## src/rtl/tensor_wb_arbiter_pkg.sv

```systemverilog
// Shared definitions for the tensor/VALU writeback arbiter: default lane
// geometry, source encoding and the packed payload layout.
package tensor_wb_arbiter_pkg;

    localparam int unsigned NUM_THREAD_DEF = 32'd4;
    localparam int unsigned XLEN_DEF       = 32'd32;
    localparam int unsigned DEPTH_WARP_DEF = 32'd3;
    localparam int unsigned IDXW_DEF       = 32'd8;

    // Source of a writeback entry; also used to remember the last grant.
    typedef enum logic {
        SRC_TENSOR = 1'b0,
        SRC_VALU   = 1'b1
    } src_e;

    // Packed payload layout, LSB first: wid | idx | wvd | mask | data.
    function automatic int unsigned payload_width(input int unsigned nt,
                                                  input int unsigned xlen,
                                                  input int unsigned idxw,
                                                  input int unsigned dw);
        return nt * xlen + nt + 32'd1 + idxw + dw;
    endfunction

    function automatic int unsigned off_wid();
        return 32'd0;
    endfunction

    function automatic int unsigned off_idx(input int unsigned dw);
        return dw;
    endfunction

    function automatic int unsigned off_wvd(input int unsigned idxw,
                                            input int unsigned dw);
        return dw + idxw;
    endfunction

    function automatic int unsigned off_mask(input int unsigned idxw,
                                             input int unsigned dw);
        return dw + idxw + 32'd1;
    endfunction

    function automatic int unsigned off_data(input int unsigned nt,
                                             input int unsigned idxw,
                                             input int unsigned dw);
        return dw + idxw + 32'd1 + nt;
    endfunction

endpackage

```

## src/rtl/tensor_wb_arbiter_rr_arb2.sv

```systemverilog
// Two-way round-robin arbiter, purely combinational.
// req[0] = tensor, req[1] = VALU; last = 1 means VALU was granted last.
// grant[i] means "port i wins if it requests": it is a function of the
// other port's request and the history only, never of req[i] itself, so
// a ready derived from it cannot depend on the same port's valid.  When
// both ports request, exactly one grant bit is set.
module rr_arb2 (
    input  logic [1:0] req,
    input  logic       last,
    output logic [1:0] grant
);

    // Winner selection: an uncontested port wins, contention goes to the
    // port that did not win last time.
    always_comb begin
        grant    = 2'b00;
        grant[0] = ~req[1] | last;
        grant[1] = ~req[0] | ~last;
    end

endmodule

```

## src/rtl/tensor_wb_arbiter.sv

```systemverilog
// Merges the tensor-unit and VALU result streams into one vector-regfile
// write port.  A single output register holds one entry; it can be loaded
// in the same cycle it drains, so sustained throughput is one entry/cycle.
// Note: the reset input keeps its legacy name rst_n but is active-high.
module tensor_wb_arbiter
    import tensor_wb_arbiter_pkg::*;
#(
    parameter int unsigned NUM_THREAD = NUM_THREAD_DEF,
    parameter int unsigned XLEN       = XLEN_DEF,
    parameter int unsigned DEPTH_WARP = DEPTH_WARP_DEF,
    parameter int unsigned IDXW       = IDXW_DEF
) (
    input  logic                       clk,
    input  logic                       rst_n,

    input  logic                       t_valid_i,
    output logic                       t_ready_o,
    input  logic [NUM_THREAD*XLEN-1:0] t_data_i,
    input  logic [NUM_THREAD-1:0]      t_mask_i,
    input  logic                       t_wvd_i,
    input  logic [IDXW-1:0]            t_idx_i,
    input  logic [DEPTH_WARP-1:0]      t_wid_i,

    input  logic                       v_valid_i,
    output logic                       v_ready_o,
    input  logic [NUM_THREAD*XLEN-1:0] v_data_i,
    input  logic [NUM_THREAD-1:0]      v_mask_i,
    input  logic                       v_wvd_i,
    input  logic [IDXW-1:0]            v_idx_i,
    input  logic [DEPTH_WARP-1:0]      v_wid_i,

    output logic                       out_valid_o,
    input  logic                       out_ready_i,
    output logic [NUM_THREAD*XLEN-1:0] out_data_o,
    output logic [NUM_THREAD-1:0]      out_mask_o,
    output logic                       out_wvd_o,
    output logic [IDXW-1:0]            out_idx_o,
    output logic [DEPTH_WARP-1:0]      out_wid_o,
    output logic                       out_src_o
);

    localparam int unsigned DATA_W    = NUM_THREAD * XLEN;
    localparam int unsigned PAYLOAD_W = payload_width(NUM_THREAD, XLEN, IDXW, DEPTH_WARP);
    localparam int unsigned OFF_WID   = off_wid();
    localparam int unsigned OFF_IDX   = off_idx(DEPTH_WARP);
    localparam int unsigned OFF_WVD   = off_wvd(IDXW, DEPTH_WARP);
    localparam int unsigned OFF_MASK  = off_mask(IDXW, DEPTH_WARP);
    localparam int unsigned OFF_DATA  = off_data(NUM_THREAD, IDXW, DEPTH_WARP);

    logic [PAYLOAD_W-1:0] t_payload_s;
    logic [PAYLOAD_W-1:0] v_payload_s;
    logic [PAYLOAD_W-1:0] load_payload_s;
    logic [PAYLOAD_W-1:0] payload_r;
    logic [1:0]           req_s;
    logic [1:0]           grant_s;
    logic                 free_s;
    logic                 t_ready_s;
    logic                 v_ready_s;
    logic                 xfer_t_s;
    logic                 xfer_v_s;
    logic                 xfer_s;
    logic                 out_valid_r;
    src_e                 out_src_r;
    src_e                 last_grant_r;
    src_e                 load_src_s;

    assign t_payload_s = {t_data_i, t_mask_i, t_wvd_i, t_idx_i, t_wid_i};
    assign v_payload_s = {v_data_i, v_mask_i, v_wvd_i, v_idx_i, v_wid_i};
    assign req_s       = {v_valid_i, t_valid_i};

    rr_arb2 u_rr_arb2 (
        .req   (req_s),
        .last  (last_grant_r),
        .grant (grant_s)
    );

    // Handshake: register may load when empty or draining this cycle;
    // select the payload of whichever port actually transfers.
    always_comb begin
        free_s    = ~out_valid_r | out_ready_i;
        t_ready_s = grant_s[0] & free_s;
        v_ready_s = grant_s[1] & free_s;
        xfer_t_s  = t_valid_i & t_ready_s;
        xfer_v_s  = v_valid_i & v_ready_s;
        xfer_s    = xfer_t_s | xfer_v_s;
        if (xfer_v_s) begin
            load_payload_s = v_payload_s;
            load_src_s     = SRC_VALU;
        end else begin
            load_payload_s = t_payload_s;
            load_src_s     = SRC_TENSOR;
        end
    end

    // Output register and grant history; loading takes priority over
    // draining so a simultaneous drain+load leaves no bubble.
    always_ff @(posedge clk or posedge rst_n) begin
        if (rst_n) begin
            out_valid_r  <= 1'b0;
            out_src_r    <= SRC_TENSOR;
            payload_r    <= {PAYLOAD_W{1'b0}};
            last_grant_r <= SRC_VALU;
        end else if (xfer_s) begin
            out_valid_r  <= 1'b1;
            out_src_r    <= load_src_s;
            payload_r    <= load_payload_s;
            last_grant_r <= load_src_s;
        end else if (out_ready_i) begin
            out_valid_r  <= 1'b0;
        end else begin
            out_valid_r  <= out_valid_r;
        end
    end

    assign t_ready_o   = t_ready_s;
    assign v_ready_o   = v_ready_s;
    assign out_valid_o = out_valid_r;
    assign out_src_o   = out_src_r;
    assign out_data_o  = payload_r[OFF_DATA +: DATA_W];
    assign out_mask_o  = payload_r[OFF_MASK +: NUM_THREAD];
    assign out_wvd_o   = payload_r[OFF_WVD];
    assign out_idx_o   = payload_r[OFF_IDX +: IDXW];
    assign out_wid_o   = payload_r[OFF_WID +: DEPTH_WARP];

endmodule

```

## config.mk

```make
export PLATFORM = sky130hd
export DESIGN_NAME = tensor_wb_arbiter
export DESIGN_NICKNAME = d
export VERILOG_FILES = /design/src/rtl/tensor_wb_arbiter_pkg.sv /design/src/rtl/tensor_wb_arbiter_rr_arb2.sv /design/src/rtl/tensor_wb_arbiter.sv
export SDC_FILE = /design/constraint.sdc
export NUM_CORES = 1
export LEC_CHECK = 0
export ABC_AREA = 1
export BUFFER_PORTS_ARGS = -buffer_cell sky130_fd_sc_hd__clkbuf_2
export CORE_ASPECT_RATIO = 1.4
export CORE_MARGIN = 10
export CORE_UTILIZATION = 35
export DETAILED_ROUTE_END_ITERATION = 7
export GPL_TIMING_DRIVEN = 0
export PLACE_DENSITY_LB_ADDON = 0.3
export RECOVER_POWER = 25
export SETUP_SLACK_MARGIN = 0.1
export SLEW_MARGIN = 20
export SYNTH_ARGS = -nofsm -noshare
export SYNTH_HDL_FRONTEND = slang
export SYNTH_SLANG_ARGS = --single-unit
```

## constraint.sdc

```tcl
create_clock -name clk -period 9.5 [get_ports clk]
set_clock_uncertainty 0.2 [all_clocks]
set_input_delay 0.475 -clock clk [delete_from_list [all_inputs] [get_ports clk]]
set_output_delay 0.475 -clock clk [all_outputs]
set_load 0.005 [all_outputs]
```

# Yosys cells after proc, flatten, opt, wreduce, memory -nomap -nowiden
# Index checks and enable logic that the tools add are counted.
[classes]
n_reduce_logical = 1
bitwise = 12
muxes = 4
[op_table]
columns = ["op", "count"]
rows = [
  ["$mux 144", 1],
  ["$and 1x1->1", 4],
  ["$not 1->1", 4],
  ["$or 1x1->1", 4],
  ["$mux 1", 3],
  ["$reduce_bool 2->1", 1],
]
[totals]
register_bits = 147
word_cells = 21
out_inout_bits = 148

# Longest topological paths before layout
# Gate-level depths: netlist (run 1).
[logic_depth]
word_depth = 6
mapped_depth = 9
depth_no_buf = 7

# By module
# A second synthesis (run 1) with hierarchy kept.
[unflattened]
cells_unflattened = 1266
hier_area_um2 = 8579.5
[by_module_without_submodules]
columns = ["module", "area_each_um2", "n_inst", "cells_each"]
rows = [
  ["tensor_wb_arbiter", 8568.2, 1, 1263],
  ["rr_arb2", 11.3, 1, 3],
]

# Worst setup path after synthesis (run 1)
# OpenSTA, ideal clock, no wires.
[synth_path]
kind = "input-to-output"
from = "input port v_valid_i"
to = "output port t_ready_o"
required_ps = 8825
arrival_time_ps = 1220
cell_stages = 6
setup_slack_ps = 7605
path_buffers = 3
path_cell_list = "buf_2 -> buf_2 -> buf_2 -> inv_1 -> o21ai_0 -> inv_1"
[synth_via]
elab_chain_cells = 3
[synth_lines]
columns = ["item", "line_no", "source"]
rows = [
  ["start: declaration", "tensor_wb_arbiter.sv:24", "input logic v_valid_i,"],
  ["$not 1->1", "tensor_wb_arbiter_rr_arb2.sv:17", "grant[0] = ~req[1] | last;"],
  ["$or 1x1->1", "tensor_wb_arbiter_rr_arb2.sv:17", ""],
  ["$and 1x1->1", "tensor_wb_arbiter.sv:81", "t_ready_s = grant_s[0] & free_s;"],
  ["end: declaration", "tensor_wb_arbiter.sv:17", "output logic t_ready_o,"],
]
# No other way between the ends.

==> run metrics, run 1 <==
required time of the critical path 9.28 ns; Netlist cell types 16; FMAX 305.5 MHz; number of DRC markers in iteration 0 531; Avg Inst Size Synth 6.719 um2; CTS tree built; register area 0.003680 mm2; Seq/Total Area, Yosys 43.22%; Critical Path AT 3.05 ns; Total Routing Usage GR 22.55%; multiplexer area fraction after synthesis 0%; clock-pin slew on the worst setup and hold paths 0.07 ns; post-CTS setup buffer count 0; Final Wtd Congestion 0.9544; post-synth top area share 42.92%; Initial Utilization 35.51%; Synth area leader dfrtp_1; I/O pin count 441; setup TNS 0 ns; Synth Area in Simple Gates 38.70%; IO Port Bufs 440; Slew @ Worst Pin 3.323 ns; Post-Route WL 35950 um; Congestion Overflow GR 0; Synth Area in XOR/XNOR 0%; post-synthesis register bit count 147; Die Y-Extent 204.5 um; Period minus WS final 3.273 ns; die area 0.03105 mm2; Final Util 48.82%; Rows 67; FF-to-FF End payload_r[46]; CTS HTree Levels 4; critical path peak fanout 71; antenna-violating nets left 0; first-pass GRT wire length 56750 um; Setup crit start kind primary input; vias in the first global route 10520; TritonCTS buffer count 17; dpl ws 6.921 ns; CP Capture Type asynchronous set/reset pin; Max VDD drop 119.6 uV; setup slack, reg-to-reg 7.31 ns; share of cells above drive strength 1 28.45%; total nets after synthesis 1560; Filler Cell Count 2518; slew margin rel. -122.8%; CTS root buf clkbuf_16; FF-to-FF path depth 7; worst r2r src last_grant_r; failing checks capacitance limit, slew limit; Hold Crit Class in -> reg; Die Wd 151.8 um; fin nets 2021; number of warnings issued by yosys 0; Synth area leaders dfrtp_1, nand2_1, inv_1, nand4_1, nand3_1; Hold Path Cell Cnt 5; Leak Pwr 7.464 nW; compound-cell area share of the yosys netlist 0.1176%; CP Cell Sequence dlygate4sd3_1, clkbuf_2, clkinvlp_2; HPWL Detailed 28590 um; post-synthesis cell area 0.008513 mm2; RSZ-0062 raised after global routing false; worst skew pair latency 0.42 ns; slowest CP cell clkinvlp_2; Vias/cell 4.805; Async SR Flop Fraction 100.0%; pwr/cell area 170.4 mW/mm2; CP peak stage delay 1.85 ns; multi-input logic area 0.003304 mm2; final period utilization 34.45%; First-pass DRT Iterations 5; largest family of logic cells by synthesized area simple AND/OR/NAND/NOR gates; initial antenna violation count 2; final-report setup violation count 0; Clock Sink Count 147; max cap viols 1; setup ws final 6.227 ns; wire per inst 17.53 um; Post-synth EDFFs 0; Worst Hold End payload_r[135]; Post-synth top cells nand2_1, inv_1, dfrtp_1, nand3_1, nand4_1; CORE AREA 0.02398 mm2; largest net degree at the start of global routing 78; Top FF cell, synth dfrtp_1; DRC violations left 0; clock tree buffer depth 2; Synth Instances 1267; status finished, violations left; HP Start t_data_i[119]; most numerous cell in the Yosys netlist nand2_1; endpoints failing hold 0; Adder-Cell Fraction of Synth Area 0%; P&R area growth vs syn 37.49%; Worst Setup Path Type in -> async; via count 9855; Slew Limit Fails 71; Pwr Total 1.994 mW; Gates resized, CTS repair 0
==> kinds of logic (layout without fill, tap and decap cells) <==
logic type,after synthesis,after routing
simple gates,730,730
buf+inv,388,861
flops,147,147
compound gates,2,2
other cells,0,1
==> metal layers <==
layer | global-route usage [%] | up-vias | part of all wire, %
met2 | 39.61 | 416 | 51
met3 | 7.092 | 58 | 8.2
li1 | - | 4820 | -
met1 | 24.98 | 4561 | 38
met5 | 0 | - | 0
met4 | 8.580 | 0 | 3.1
==> metrics by stage <==
step                instance area (um2)  hold slack (ns)  instances
finish                            11710           0.1372       2051
global route                      11710           0.1459       2051
CTS                               11760           0.1155       2050
detailed placement                11140           0.2644       2018
global placement                  11100           0.2576       2017
floorplan                          8513           0.2629       1267
==> worst max-delay path, delay by kind of cell <==
kind,cells,cell delay [ns]
buf+inv,3,2.50
==> registers in the layout, summed over array words and instances, names as in the netlist <==
signal and cells:
out_valid_o 1, out_src_o 1, last_grant_r 1, payload_r 144
==> placed cells by master (no fill, tap or decap), types with 2 or more instances in the layout <==
cell type	netlist	final
buf_1	6	6
buf_2	55	55
bufinv_16	0	4
clkbuf_1	32	73
clkbuf_16	0	17
clkbuf_2	0	402
clkinv_2	0	4
clkinv_4	0	2
dfrtp_1	146	146
inv_1	291	290
inv_2	3	3
nand2_1	437	437
nand2_2	2	2
nand3_1	145	145
nand4_1	144	144
==> where the power goes <==
group	internal (mW)	switching [mW]
clock	0.444	0.268
combinational	0.197	0.301
sequential	0.724	0.0596
total	1.37	0.628
==> worst max-delay path by stage <==
| stage | end | depth (start not counted) | start | slack [ns] |
|---|---|---|---|---|
| floorplan | out_src_o | 1 | rst_n | 4.88 |
| global placement | payload_r[16] | 2 | rst_n | 2.77 |
| detailed placement | t_ready_o | 8 | v_valid_i | 6.92 |
| CTS | t_ready_o | 6 | out_valid_o | 6.87 |
| global route | payload_r[28] | 3 | rst_n | 5.76 |
| finish | payload_r[35] | 3 | rst_n | 6.23 |
==> what timing repair did <==
| item | CTS | global route |
|---|---|---|
| hold buffers | 1 | 0 |
| endpoints found under the setup margin | 0 | 0 |
| endpoints found under the hold margin | 69 | 0 |
==> final cells by class <==
class | count | share of cell area (%)
Tap cell | 310 | 3.314
Sequential cell | 147 | 31.44
Buffer | 94 | 3.634
Multi-Input combinational cell | 732 | 28.23
Inverter | 294 | 9.439
Clock buffer | 21 | 3.848
Antenna cell | 1 | 0.02138
Timing Repair Buffer | 442 | 18.73
Clock inverter | 10 | 1.347
No activity file was read; power rests on OpenSTA's default activity.
==> inputs of run 2 (changes only) <==
==> constraint.sdc (replaced) <==
create_clock -name clk -period 3.1 [get_ports clk]
set_clock_uncertainty 0.2 [all_clocks]
set_input_delay 0.155 -clock clk [delete_from_list [all_inputs] [get_ports clk]]
set_output_delay 0.155 -clock clk [all_outputs]
set_load 0.005 [all_outputs]
==> run 2 against run 1 <==
  * The flow still finishes with violations (capacitance limit, slew limit)
  * Critical path depth is 5 higher
  * Largest power group unchanged
  * Combinational power grew to 3.9 times the previous value
  * Clock-buffer cell count rose by 2
  * Global-route usage increased by 2.7 points
  * Highest routed layer unchanged
  * Cell count up 14%
  * Worst setup slack got worse by 5.9 ns
==> run metrics, run 2 (same netlist as run 1, synthesis figures left out) <==
initial antenna violation count 1 (-1); Top reg by flops payload_r; status finished, violations left; share of cells above drive strength 1 25.31% (-3.1 points); Leak Pwr 8.522 nW (+14%); Pwr Total 6.534 mW (+230%); CTS HTree Levels 4 (unchanged); First-pass DRT Iterations 5 (unchanged); vias in the first global route 12060 (+15%); IO Port Bufs 440 (unchanged); first-pass GRT wire length 63530 um (+12%); Initial Utilization 35.51% (unchanged); slew margin rel. -4.636% (+120 points); Total Routing Usage GR 25.20% (+2.7 points); required time of the critical path 3.22 ns (-6.06 ns); Setup crit start kind flip-flop; fin nets 2315 (+15%); DRC violations left 0 (unchanged); number of DRC markers in iteration 0 731 (+38%); wire per inst 17.33 um (-1.1%); Final Wtd Congestion 0.9412 (-1.4%); most common cell after layout, fill and taps aside nand2_1; max cap viols 1 (unchanged); worst skew pair latency 0.43 ns (about the same); HPWL Detailed 28610 um (about the same); largest net degree at the start of global routing 34 (-56%); clock tree buffer depth 2 (unchanged); endpoints failing hold 0 (unchanged); CTS root buf clkbuf_16; Congestion Overflow GR 0 (unchanged); failing checks capacitance limit, slew limit; CP Capture Type flip-flop; I/O pin count 441 (unchanged); pwr/cell area 445.5 mW/mm2 (+160%); final period utilization 89.29%; final-report setup violation count 0 (unchanged); Max VDD drop 385.6 uV (+220%); Fin Hold WS 0.1738 ns (+0.03656 ns); Rows 67 (unchanged); P&R area growth vs syn 72.28%; Die Y-Extent 204.5 um (unchanged); TritonCTS buffer count 17 (unchanged); Slew Limit Fails 27 (-62%); FMAX 361.3 MHz; CTS tree built; RSZ-0062 raised after global routing false; Clock Sink Count 147 (unchanged); Final Util 61.17% (+12 points); Critical Path AT 2.89 ns (-0.16 ns); Post-Route WL 40650 um (+13%); Slew @ Worst Pin 1.570 ns (-1.754 ns); Worst Setup Path Type reg -> reg; antenna-violating nets left 0 (unchanged); max reg flops 144 (unchanged); Die Wd 151.8 um (unchanged); clock-pin slew on the worst setup and hold paths 0.07 ns (about the same); most frequent cells in the layout nand2_1, clkbuf_2, dlygate4sd3_1; worst r2r src last_grant_r; critical path peak fanout 10 (-86%); Filler Cell Count 2134 (-15%); via count 11410 (+16%); crit path from last_grant_r; Hold Crit Class in -> async; CP peak stage delay 0.56 ns (-1.29 ns); CORE AREA 0.02398 mm2 (unchanged); Period minus WS final 2.768 ns; die area 0.03105 mm2 (unchanged); CP Cell Sequence nand2_2, nand3_1, buf_2, buf_2, nand2_1, nand3_1, dlygate4sd3_1, nand2_1; Vias/cell 4.864 (+1.2%); slowest CP cell dfstp_2; Gates resized, CTS repair 0 (unchanged)
[run 2: critical path: cells and delay by family, from the launching register on]
family / cells / cell delay, ns
buffers and inverters: 3 / 1.22
and+or+nand+nor: 5 / 0.67
DFF: 1 / 0.56
[run 2: path summary, 6_finish.rpt]
kind | endpoint | slack, ns | cells past startpoint
setup / recovery | payload_r[44] | 0.33 | 8
hold / removal | payload_r[138] | 0.17 | 3
setup reg to reg | payload_r[44] | 0.33 | 8
hold reg to reg | payload_r[107] | 0.28 | 2
max in group asynchronous | payload_r[45] | 0.49 | 6
min in group clk | payload_r[107] | 0.28 | 2
[run 2: final cells by class]
class	count	area (um2)	area share [%]
sequential	147	3680	25.09
multi-input combinational	732	3304	22.53
antenna	1	2.502	0.01706
clock buffer	23	478.0	3.259
clock inverter	9	127.6	0.8702
tap	310	387.9	2.645
inverter	294	1105	7.533
buffer	94	425.4	2.901
timing repair buffer	736	5156	35.16
[run 2: power by group]
| part | leakage (nW) | switching, mW | internal [mW] |
|---|---|---|---|
| logic | 6.46 | 1.03 | 0.933 |
| clock network | 0.289 | 0.841 | 1.33 |
| registers | 1.77 | 0.188 | 2.22 |
| total | 8.52 | 2.06 | 4.48 |
[run 2: layer usage]
layer | vias to the layer above | global-route usage [%] | routed length (um)
li1 | 5396 | - | -
met1 | 5321 | 26.38 | 14900
met4 | 0 | 12.82 | 1870
met3 | 124 | 7.365 | 3095
met5 | - | 0 | 0
met2 | 570 | 45.11 | 20790
[run 2: timing repair]
action,4_1_cts,5_1_grt
hold endpoints to repair,209,0
hold buffers,291,0
buffers inserted,0,0
[run 2: stage by stage]
step | TNS (ns) | cell area, um2 | instances | worst slack, ns
6_report | 0 | 14670 | 2346 | 0.3321
5_1_grt | 0 | 14660 | 2345 | 0.1236
4_1_cts | 0 | 14730 | 2345 | 0.2741
3_5_place_dp | 0 | 11210 | 2022 | 0.8283
3_3_place_gp | -21.28 | 11110 | 2017 | -0.1601
2_1_floorplan | 0 | 8517 | 1267 | 0.8988
==> inputs of run 3 (changes only) <==
--- a/config.mk
+++ b/config.mk
@@ -7,10 +7,9 @@
 export LEC_CHECK = 0
 export ABC_AREA = 1
 export BUFFER_PORTS_ARGS = -buffer_cell sky130_fd_sc_hd__clkbuf_2
-export CORE_ASPECT_RATIO = 1.4
-export CORE_MARGIN = 10
-export CORE_UTILIZATION = 35
+export CORE_AREA = 2 2 169 171
 export DETAILED_ROUTE_END_ITERATION = 7
+export DIE_AREA = 0 0 171 173
 export GPL_TIMING_DRIVEN = 0
 export PLACE_DENSITY_LB_ADDON = 0.3
 export RECOVER_POWER = 25
==> run 3 against run 2 <==
  * The run now ends clean
  * First-iteration DRC count is 5.9% higher
  * Via count down 0.63%
  * Worst setup slack improved by 0.045 ns
  * Largest cell class unchanged
==> run metrics, run 3 (same netlist as run 1, synthesis figures left out) <==
status complete, no violations; HPWL Detailed 26220 um (-8.3%); Initial Utilization 30.81% (-4.7 points); Congestion Overflow GR 0 (unchanged); sw power 2.107 mW (+2.4%); Post-Route WL 38230 um (-6.0%); Die Y-Extent 173 um (-15%); Fin Hold WS 0.2767 ns (+0.1030 ns); DRC violations left 0 (unchanged); First-pass DRT Iterations 5 (unchanged); CTS root buf clkbuf_16; CTS tree built; Worst Setup Path Type reg -> reg; Critical Path AT 2.84 ns (-0.05 ns); sw frac 33.02% (+1.5 points); share of cells above drive strength 1 22.94% (-2.4 points); IO Port Bufs 440 (unchanged); Vias/cell 4.689 (-3.6%); Total Routing Usage GR 25.35% (+0.15 points); critical path peak fanout 10 (unchanged); required time of the critical path 3.21 ns (about the same); setup TNS 0 ns (unchanged); TritonCTS buffer count 17 (unchanged); Leak Pwr 8.363 nW (-1.9%); Setup crit start kind flip-flop; Top reg by flops payload_r; setup slack, reg-to-reg 0.38 ns (+0.04 ns); cell total after placement 2090 (+3.4%); Final Wtd Congestion 0.8431 (-10%); Gates resized, CTS repair 0 (unchanged); most common cell after layout, fill and taps aside nand2_1; post-CTS setup buffer count 0 (unchanged); FMAX 367.2 MHz (+1.6%); Period minus WS final 2.723 ns (-0.04476 ns); fin nets 2316 (+0.043%); CP Capture Type flip-flop; via count 11340 (-0.63%); number of DRC markers in iteration 0 774 (+5.9%); max cap viols 0 (-1); first-pass GRT wire length 59370 um (-6.5%); largest net degree at the start of global routing 32 (-5.9%); Slew Limit Fails 0 (-100%); Sequential Power Share 37.7% (+0.9 points); cell internal pwr 4.273 mW (-4.6%); Max VDD drop 301.8 uV (-22%); initial antenna violation count 5 (+4); clock tree buffer depth 2 (unchanged); Die Wd 171 um (+13%); clock-pin slew on the worst setup and hold paths 0.07 ns (about the same); P&R area growth vs syn 72.71%; Clock power frac 32.4% (-0.8 points); antenna-violating nets left 0 (unchanged); CORE AREA 0.02763 mm2 (+15%); I/O pin count 441 (unchanged); vias in the first global route 11550 (-4.2%); most frequent cells in the layout nand2_1, clkbuf_2, dlygate4sd3_1; setup ws final 0.3769 ns (+0.04476 ns); final-report setup violation count 0 (unchanged); Layout Cells excl Fill 2418 (+3.1%); slew margin rel. 57.73% (+62 points); pwr/cell area 433.9 mW/mm2 (-2.6%); CTS HTree Levels 4 (unchanged); Hold Crit Class reg -> reg; worst skew pair latency 0.41 ns (-0.02 ns); wire per inst 15.81 um (-8.8%); die area 0.02958 mm2 (-4.7%); Clock Sink Count 147 (unchanged); final period utilization 87.84% (-1.4 points); max reg flops 144 (unchanged); dpl ws 0.9275 ns (+0.09929 ns); combinational power share 29.8% (-0.2 points); RSZ-0062 raised after global routing false; endpoints failing hold 0 (unchanged); Rows 61 (-9.0%); Slew @ Worst Pin 0.6340 ns (-0.9356 ns)
==> run 3: cell count changes in the layout (fill, tap and decap cells not counted), sizes merged <==
| cell | change |
|---|---|
| dlygate4sd3 | +1 |
| inv | +4 |
| bufinv | -2 |
| diode | +3 |
| clkinvlp | +1 |
| buf | +3 |
| clkbuf | -6 |
==> run 3: layout make-up <==
class                   count  area (um2)
plain buffers              94       425.4
inverters                 294        1105
clock buffers              20       446.7
well taps                 378       473.0
flip-flops and latches    147        3680
clock inverters            12       123.9
fillers                  2697       12930
multi-input cells         732        3304
repair buffers            737        5135
diodes                      4       10.01
==> run 3: worst max-delay path, stage by stage (launching register included) <==
cell and delay (ns):
dfstp_2 0.55, nand2_2 0.21, nand3_1 0.18, buf_2 0.34
buf_2 0.34, nand2_1 0.11, nand3_1 0.09, dlygate4sd3_1 0.55
nand2_1 0.05
==> run 3: what timing repair did <==
action	4_1_cts	5_1_grt
hold buffers	292	0
setup endpoints to repair	0	0
endpoints found under the hold margin	260	0
==> run 3: final timing paths <==
check | start | endpoint | cells after the start
setup / recovery | last_grant_r | payload_r[48] | 8
hold / removal | out_src_o | out_src_o | 2
setup reg to reg | last_grant_r | payload_r[48] | 8
hold reg to reg | out_src_o | out_src_o | 2
max in group asynchronous | rst_n | payload_r[10] | 7
min in group asynchronous | rst_n | payload_r[46] | 4
==> run 3: stage by stage <==
step	total power [mW]	instance area (um2)	util (%)
after global placement	3.946	11190	40.51
after CTS	6.428	14790	53.51
final	6.380	14700	53.22
after detailed placement	3.974	11290	40.87
after floorplan	3.143	8517	-
after global routing	6.752	14700	53.20
==> run 3: power by group through the flow <==
stage | logic, mW | clock network [mW] | registers [mW]
2_1_floorplan | 0.713 | 0 | 2.43
3_3_place_gp | 1.52 | 0 | 2.43
3_5_place_dp | 1.55 | 0 | 2.43
4_1_cts | 1.92 | 2.11 | 2.40
5_1_grt | 2.11 | 2.20 | 2.44
6_report | 1.90 | 2.07 | 2.41
==> run 3: metal layers <==
metal  up-vias  share of wire [%]  GRT usage [%]
met1      5324                 39          28.41
met2       511                 49          44.99
met3        91                7.8          6.249
li1       5413                  -              -
met5         -                  0              0
met4         0                4.1          11.41
